File: src/rtl/tpu_pkg.sv
// rtl/tpu_pkg.sv - shared types, encodings and helpers for the systolic matrix engine
package tpu_pkg;

    // Engine sequencing states
    typedef enum logic [1:0] {
        IDLE  = 2'd0,
        CLEAR = 2'd1,
        FEED  = 2'd2,
        DONE  = 2'd3
    } mmu_state_t;

    // Operand buffer select encodings on wr_sel
    localparam logic SEL_A = 1'b0;
    localparam logic SEL_B = 1'b1;

    // Number of FEED cycles needed to push every skewed operand through an n x n grid
    function automatic int feed_len(input int n);
        return 3 * n - 2;
    endfunction

    // Row-major flat index of element (i, j) in an n x n matrix
    function automatic int rm_idx(input int i, input int j, input int n);
        return i * n + j;
    endfunction

endpackage

File: src/rtl/systolic_mmu_nxn_if.sv
// rtl/systolic_mmu_nxn_if.sv - host-side operand write, control and result read bundle
interface systolic_mmu_nxn_if #(
    parameter int N  = 2,
    parameter int DW = 8,
    parameter int AW = 2 * DW + $clog2(N)
);
    localparam int IW = $clog2(N * N);

    logic                 wr_en;
    logic                 wr_sel;
    logic [IW-1:0]        wr_addr;
    logic signed [DW-1:0] wr_data;
    logic                 start;
    logic                 busy;
    logic                 done;
    logic [IW-1:0]        rd_idx;
    logic signed [AW-1:0] rd_data;

    // Host side drives operands/control and reads results
    modport master (
        output wr_en, wr_sel, wr_addr, wr_data, start, rd_idx,
        input  busy, done, rd_data
    );

    // Engine side
    modport slave (
        input  wr_en, wr_sel, wr_addr, wr_data, start, rd_idx,
        output busy, done, rd_data
    );

endinterface

File: src/rtl/mac_pe.sv
// rtl/mac_pe.sv - signed multiply-accumulate cell with a/b pass-through registers
module mac_pe #(
    parameter int DW = 8,
    parameter int AW = 17
) (
    input  logic                 clk,
    input  logic                 rst,
    input  logic                 clr,
    input  logic                 en,
    input  logic signed [DW-1:0] a_in,
    input  logic signed [DW-1:0] b_in,
    output logic signed [DW-1:0] a_out,
    output logic signed [DW-1:0] b_out,
    output logic signed [AW-1:0] acc
);
    // Product is formed at the wider of the full product and accumulator widths so
    // a narrowed accumulator simply wraps modulo 2^AW.
    localparam int PW = 2 * DW;
    localparam int XW = (AW > PW) ? AW : PW;

    logic signed [XW-1:0] prod;

    assign prod = XW'(a_in) * XW'(b_in);

    // Accumulate and forward operands only while the array is being fed
    always_ff @(posedge clk) begin
        if (rst || clr) begin
            a_out <= '0;
            b_out <= '0;
            acc   <= '0;
        end else if (en) begin
            a_out <= a_in;
            b_out <= b_in;
            acc   <= acc + AW'(prod);
        end
    end

endmodule

File: src/rtl/systolic_mmu_nxn.sv
// rtl/systolic_mmu_nxn.sv - NxN output-stationary systolic matrix engine; MMU_RELU_EN clamps negative readout to zero
import tpu_pkg::*;

module systolic_mmu_nxn #(
    parameter int N  = 2,
    parameter int DW = 8,
    parameter int AW = 2 * DW + $clog2(N)
) (
    input  logic              clk,
    input  logic              rst,
    systolic_mmu_nxn_if.slave bus
);
    localparam int NN = N * N;
    localparam int FL = feed_len(N);
    localparam int CW = $clog2(FL);

    mmu_state_t state, state_nxt;
    logic [CW-1:0] feed_cnt;
    logic          busy;
    logic          pe_clr;
    logic          pe_en;
    logic          wr_ok;

    logic signed [DW-1:0] a_buf [NN];
    logic signed [DW-1:0] b_buf [NN];
    logic signed [DW-1:0] a_feed [N];
    logic signed [DW-1:0] b_feed [N];
    logic signed [DW-1:0] a_q [N][N];
    logic signed [DW-1:0] b_q [N][N];
    logic signed [AW-1:0] acc [N][N];
    logic signed [AW-1:0] acc_flat [NN];
    logic signed [AW-1:0] c_sel;
    logic [N-1:0]         unused_a_edge;
    logic [N-1:0]         unused_b_edge;

    // Operand buffers only change while idle; out-of-range addresses are dropped
    assign wr_ok = bus.wr_en && !busy && (int'(bus.wr_addr) < NN);

    // Operand buffer writes
    always_ff @(posedge clk) begin
        if (rst) begin
            for (int k = 0; k < NN; k++) begin
                a_buf[k] <= '0;
                b_buf[k] <= '0;
            end
        end else if (wr_ok) begin
            if (bus.wr_sel == SEL_A) begin
                a_buf[bus.wr_addr] <= bus.wr_data;
            end else if (bus.wr_sel == SEL_B) begin
                b_buf[bus.wr_addr] <= bus.wr_data;
            end
        end
    end

    // State register
    always_ff @(posedge clk) begin
        if (rst) begin
            state <= IDLE;
        end else begin
            state <= state_nxt;
        end
    end

    // Next-state logic; start is only honoured from IDLE
    always_comb begin
        state_nxt = state;
        case (state)
            IDLE:    if (bus.start) state_nxt = CLEAR;
            CLEAR:   state_nxt = FEED;
            FEED:    if (feed_cnt == CW'(FL - 1)) state_nxt = DONE;
            DONE:    state_nxt = IDLE;
            default: state_nxt = IDLE;
        endcase
    end

    // State-decoded outputs and array controls
    always_comb begin
        busy   = 1'b0;
        pe_clr = 1'b0;
        pe_en  = 1'b0;
        case (state)
            CLEAR: begin
                busy   = 1'b1;
                pe_clr = 1'b1;
            end
            FEED: begin
                busy  = 1'b1;
                pe_en = 1'b1;
            end
            default: ;
        endcase
    end

    assign bus.busy = busy;
    assign bus.done = (state == DONE);

    // Feed cycle counter, restarted by CLEAR
    always_ff @(posedge clk) begin
        if (rst || state == CLEAR) begin
            feed_cnt <= '0;
        end else if (state == FEED) begin
            feed_cnt <= feed_cnt + 1'b1;
        end
    end

    // Skew: row i sees A[i][k-i] and column j sees B[k-j][j] in feed cycle k, zero outside the band
    always_comb begin
        for (int i = 0; i < N; i++) begin
            a_feed[i] = '0;
            b_feed[i] = '0;
            for (int m = 0; m < N; m++) begin
                if (pe_en && int'(feed_cnt) == i + m) begin
                    a_feed[i] = a_buf[rm_idx(i, m, N)];
                    b_feed[i] = b_buf[rm_idx(m, i, N)];
                end
            end
        end
    end

    for (genvar i = 0; i < N; i++) begin : g_row
        for (genvar j = 0; j < N; j++) begin : g_col
            logic signed [DW-1:0] a_in;
            logic signed [DW-1:0] b_in;

            if (j == 0) begin : g_a_edge
                assign a_in = a_feed[i];
            end else begin : g_a_link
                assign a_in = a_q[i][j-1];
            end

            if (i == 0) begin : g_b_edge
                assign b_in = b_feed[j];
            end else begin : g_b_link
                assign b_in = b_q[i-1][j];
            end

            mac_pe #(
                .DW (DW),
                .AW (AW)
            ) u_pe (
                .clk   (clk),
                .rst   (rst),
                .clr   (pe_clr),
                .en    (pe_en),
                .a_in  (a_in),
                .b_in  (b_in),
                .a_out (a_q[i][j]),
                .b_out (b_q[i][j]),
                .acc   (acc[i][j])
            );

            assign acc_flat[rm_idx(i, j, N)] = acc[i][j];
        end

        // Operands leaving the far edges of the grid have no consumer
        assign unused_a_edge[i] = ^a_q[i][N-1];
        assign unused_b_edge[i] = ^b_q[N-1][i];
    end

    // Result select; indices beyond the matrix read as zero
    always_comb begin
        c_sel = '0;
        if (int'(bus.rd_idx) < NN) begin
            c_sel = acc_flat[bus.rd_idx];
        end
    end

`ifdef MMU_RELU_EN
    assign bus.rd_data = (c_sel < 0) ? '0 : c_sel;
`else
    assign bus.rd_data = c_sel;
`endif

endmodule

File: src/flat_wrapper.sv
// flat-port wrapper written by rule: the top's interface ports become plain ports
module systolic_mmu_nxn_flat 
#(
    parameter int N  = 2,
    parameter int DW = 8,
    parameter int AW = 2 * DW + $clog2(N)
)
  (clk, rst, bus_wr_en, bus_wr_sel, bus_wr_addr, bus_wr_data, bus_start, bus_rd_idx, bus_busy, bus_done, bus_rd_data);
  systolic_mmu_nxn_if #(.N(N), .DW(DW), .AW(AW)) bus_i ();
  input  logic clk;
  input  logic rst;
  input wire logic [$bits(bus_i.wr_en)-1:0] bus_wr_en;
  input wire logic [$bits(bus_i.wr_sel)-1:0] bus_wr_sel;
  input wire logic [$bits(bus_i.wr_addr)-1:0] bus_wr_addr;
  input wire logic [$bits(bus_i.wr_data)-1:0] bus_wr_data;
  input wire logic [$bits(bus_i.start)-1:0] bus_start;
  input wire logic [$bits(bus_i.rd_idx)-1:0] bus_rd_idx;
  output wire logic [$bits(bus_i.busy)-1:0] bus_busy;
  output wire logic [$bits(bus_i.done)-1:0] bus_done;
  output wire logic [$bits(bus_i.rd_data)-1:0] bus_rd_data;
  assign bus_i.wr_en = bus_wr_en;
  assign bus_i.wr_sel = bus_wr_sel;
  assign bus_i.wr_addr = bus_wr_addr;
  assign bus_i.wr_data = bus_wr_data;
  assign bus_i.start = bus_start;
  assign bus_i.rd_idx = bus_rd_idx;
  assign bus_busy = bus_i.busy;
  assign bus_done = bus_i.done;
  assign bus_rd_data = bus_i.rd_data;
  systolic_mmu_nxn #(.N(N), .DW(DW), .AW(AW)) u_core (.clk(clk), .rst(rst), .bus(bus_i));
endmodule
File: config.mk
export PLATFORM = sky130hd
export DESIGN_NAME = systolic_mmu_nxn_flat
export DESIGN_NICKNAME = d
export VERILOG_FILES = /design/src/rtl/tpu_pkg.sv /design/src/rtl/systolic_mmu_nxn_if.sv /design/src/rtl/mac_pe.sv /design/src/rtl/systolic_mmu_nxn.sv /design/src/flat_wrapper.sv
export SDC_FILE = /design/constraint.sdc
export NUM_CORES = 1
export LEC_CHECK = 0
export BUFFER_PORTS_ARGS = -buffer_cell sky130_fd_sc_hd__buf_2
export CAP_MARGIN = 10
export CELL_PAD_IN_SITES_DETAIL_PLACEMENT = 1
export CELL_PAD_IN_SITES_GLOBAL_PLACEMENT = 2
export CORE_AREA = 8 8 225 227
export DETAILED_ROUTE_END_ITERATION = 16
export DIE_AREA = 0 0 233 235
export GPL_TIMING_DRIVEN = 0
export PLACE_DENSITY_LB_ADDON = 0.1
export REMOVE_ABC_BUFFERS = 1
export SYNTH_ARGS = -nofsm -noshare
export SYNTH_HDL_FRONTEND = slang
export SYNTH_SLANG_ARGS = --single-unit
export TNS_END_PERCENT = 50
File: constraint.sdc
create_clock -name clk -period 9.32 [get_ports clk]
set_clock_uncertainty 0.15 [all_clocks]
set_input_delay 1.864 -clock clk [delete_from_list [all_inputs] [get_ports clk]]
set_output_delay 1.864 -clock clk [all_outputs]
set_load 0.01 [all_outputs]
==> impl_metrics.env <==
export IMPL_drv_cap=0
export IMPL_endpoint_class_of_the_critical_path="flip-flop"
export IMPL_io_buffers=35
export IMPL_detail_route_drc_violations=0
export IMPL_ys_seq_area_share_pct=20.6
export IMPL_insertion_delay_ns=0.48
export IMPL_number_of_global_route_vias_before_repair=15416
export IMPL_synthesis_area_um2=19400
export IMPL_drt_total_wl_mm=53.4
export IMPL_vias=14272
export IMPL_worst_reg2reg_path_endpoint="u_core.g_row[1].g_col[0].u_pe.acc[16]"
export IMPL_cpMaxStageDelayCell="sky130_fd_sc_hd__a22o_1"
export IMPL_cts_sinks=168
export IMPL_grt_max_degree=52
export IMPL_postSynthCellCount=2082
export IMPL_post_cts_setup_buffers=0
export IMPL_ys_async_rst_share_pct=0
export IMPL_finalHoldWorstSlack_ns=0.360
export IMPL_globalRouteOverflowTotal=0
export IMPL_final_util_pct=44.5
export IMPL_cts_hold_fix_buffers=0
export IMPL_max_stage_delay_ns=0.71
export IMPL_yosys_warnings=0
export IMPL_timing_hold_worst_class="reg2reg"
export IMPL_die_height_um=235
export IMPL_dp_cells=2687
export IMPL_commonest_cells_after_routing_fill_and_taps_aside="sky130_fd_sc_hd__inv_1 (347), sky130_fd_sc_hd__fa_1 (224), sky130_fd_sc_hd__nor2_1 (204)"
export IMPL_worst_slew_margin_rel_pct=6.41
export IMPL_worstSetupStartpointType="flip-flop"
export IMPL_drtIter0Drc=583
export IMPL_layout_filler_cells=5405
export IMPL_reg2reg_setup_slack_ns=1.01
export IMPL_path_clk_slew_ns=0.08
export IMPL_global_route_usage_total_pct=20.2
export IMPL_crit_type="reg2reg"
export IMPL_fp_row_count=80
export IMPL_multiInputGateArea_um2=14000
export IMPL_diodes_inserted=0
export IMPL_drt_pre_antenna_iters=5
export IMPL_timing_reg2reg_worst_path_depth=30
export IMPL_wire_per_inst_um=19.6
export IMPL_worst_hold_startpoint="u_core.g_row[1].g_col[1].u_pe.acc[11]"
export IMPL_detailedPlace_worstSlack_ns=0.592
export IMPL_route_antenna_remaining_nets=0
export IMPL_tritoncts_clock_tree="built"
export IMPL_worstHoldPathCells=2
export IMPL_layout_cells_most_common="sky130_fd_sc_hd__inv_1"
export IMPL_post_synth_num_cell_types=59
export IMPL_leakagePower_nw=9.85
export IMPL_timing_final_setup_violations=0
export IMPL_grt_antenna_before_repair=2
export IMPL_final_min_period_over_clock_period_pct=89.2
export IMPL_cts_buffers_inserted=17
export IMPL_worstPathRequired_ns=9.58
export IMPL_postSynth_topFlopCell="sky130_fd_sc_hd__dfxtp_1"
export IMPL_boundaryPins=36
export IMPL_run_status="finished, final reports clean"
export IMPL_global_route_wire_length_before_repair_mm=86.5
export IMPL_maxSlewViolCount=0
export IMPL_vias_cell=5.25
export IMPL_max_slew_worst_pin_slew_ns=1.40
export IMPL_synth_ff_latch_count=168
export IMPL_hold_viol_final=0
export IMPL_die_area_um2=54800
export IMPL_timing_hold_worst_endpoint="u_core.g_row[1].g_col[1].u_pe.acc[11]"
export IMPL_core_area_um2=47100
export IMPL_tns_ns=0
export IMPL_area_delta_synth_final_pct=7.87
export IMPL_die_x_um=233
export IMPL_max_freq_mhz=120
export IMPL_worst_path_buf_inv=5
export IMPL_cp_arrival_ns=8.57
export IMPL_rsz0062_at_grt="no"
export IMPL_resized_cells_post_cts=0
export IMPL_final_cells=2720
export IMPL_worstPathMaxFanout=18
export IMPL_net_total_in_the_final_layout=2525
export IMPL_fraction_of_final_layout_cells_with_drive_strength_greater_than_1_pct=5.84
export IMPL_final_critical_path_setup_slack_ns=1.01
export IMPL_ir_drop_v=0.000206
export IMPL_cts_htree_levels=4
export IMPL_final_period_minus_worst_setup_slack_ns=8.31
export IMPL_clock_tree_root_cell="sky130_fd_sc_hd__clkbuf_16"
export IMPL_power_per_cell_area_nw_per_um2=137
export IMPL_synth_avg_cell_area_um2=9.34
export IMPL_synth_edff_count=64
export IMPL_regToRegStartpoint="u_core.state[0]"
export IMPL_clock_path_buffers=2
export IMPL_seq_area_um2=4000
export IMPL_initial_utilization_pct=41.2
export IMPL_detailed_place_hpwl_mm=42.5
export IMPL_gp_congestion=0.818
export IMPL_critical_path_top_delay_family="compound AO/OA/AOI/OAI gates"
[worst register-to-register path, delay by kind of cell (launching register included)]
kind	cells	cell delay (ns)
simple gates	4	1.65
buf+inv	5	0.32
flops	1	0.35
fa+ha+maj	8	2.60
compound gates	12	2.94
xor+xnor	1	0.23
[kinds of logic after synthesis]
logic type | Yosys count | synth area share [%]
xor gates and xnor gates | 113 | 5.16
and+or+nand+nor | 599 | 15.3
DFF | 168 | 20.6
AOI/OAI and AO/OA | 328 | 11.7
adders and majority gates | 416 | 35.4
buffers and inverters | 397 | 7.67
muxes | 61 | 4.23
[flip-flops by register name, indices dropped and copies added (netlist names)]
name                           cells
u_core.state                       2
u_core.g_row.g_col.u_pe.a_out     16
u_core.g_row.g_col.u_pe.b_out     16
u_core.a_buf                      32
u_core.feed_cnt                    2
u_core.b_buf                      32
u_core.g_row.g_col.u_pe.acc       68
[cell type report]
class / count / area share [%]
multi-input cells: 1517 / 66.6
flip-flops and latches: 168 / 19.1
inverters: 348 / 6.23
well taps: 615 / 3.67
clock buffers: 17 / 2.03
repair buffers: 40 / 1.32
clock inverters: 15 / 1.09
[layer usage]
layer / global-route usage [%] / part of all wire [%]
met5: 0 / 0
met1: 27.4 / 48
met4: 6.52 / 2.5
met2: 33.3 / 48
met3: 2.36 / 2.3
[how the worst max path moves through the flow]
stage / cells past startpoint / startpoint / endpoint / slack (ns)
floorplan: 28 / u_core.state[0] / u_core.g_row[0].g_col[0].u_pe.acc[16] / -0.02
global placement: 28 / u_core.state[0] / u_core.g_row[0].g_col[0].u_pe.acc[16] / -3.03
detailed placement: 31 / u_core.state[0] / u_core.g_row[1].g_col[0].u_pe.acc[16] / 0.59
CTS: 31 / u_core.state[0] / u_core.g_row[1].g_col[0].u_pe.acc[16] / 0.56
global route: 30 / u_core.state[0] / u_core.g_row[1].g_col[0].u_pe.acc[16] / 0.57
finish: 30 / u_core.state[0] / u_core.g_row[1].g_col[0].u_pe.acc[16] / 1.01
[report_power, final]
| group | switching, mW | internal, mW |
|---|---|---|
| Combinational | 0.681 | 0.407 |
| Clock | 0.382 | 0.416 |
| Sequential | 0.152 | 0.844 |
[per-stage QoR]
step | total power, mW | cell area [µm²]
6_report | 2.88 | 21000
5_1_grt | 3.08 | 21000
4_1_cts | 2.92 | 21000
3_5_place_dp | 2.11 | 20300
3_3_place_gp | 2.09 | 20200
2_1_floorplan | 1.71 | 19300
[Yosys cell counts (all sizes together), types with 3 or more instances]
cell type / instances / area share [%]
buf: 16 / 0.32
a211oi: 47 / 1.9
o21ai: 43 / 1.1
inv: 348 / 6.7
ha: 192 / 12
and2: 196 / 6.3
o22ai: 3 / 0.17
mux4: 17 / 2.0
a22o: 17 / 0.77
a31o: 5 / 0.23
nor3: 36 / 0.93
edfxtp: 64 / 9.9
or2: 20 / 0.64
o21bai: 19 / 0.73
a21o: 40 / 1.5
o31a: 3 / 0.14
o211ai: 9 / 0.35
a31oi: 10 / 0.32
nor2b: 14 / 0.45
o31ai: 4 / 0.15
nand2: 86 / 1.7
o21a: 21 / 0.85
fa: 224 / 23
dfxtp: 104 / 11
nand3: 15 / 0.39
a22oi: 22 / 0.88
mux2i: 44 / 2.3
or3: 4 / 0.15
clkbuf: 33 / 0.64
xnor2: 86 / 3.9
xor2: 26 / 1.2
nor2: 204 / 3.9
nand2b: 15 / 0.48
a21oi: 71 / 1.8
and3: 5 / 0.16
No activity file was read; power rests on OpenSTA's default activity.
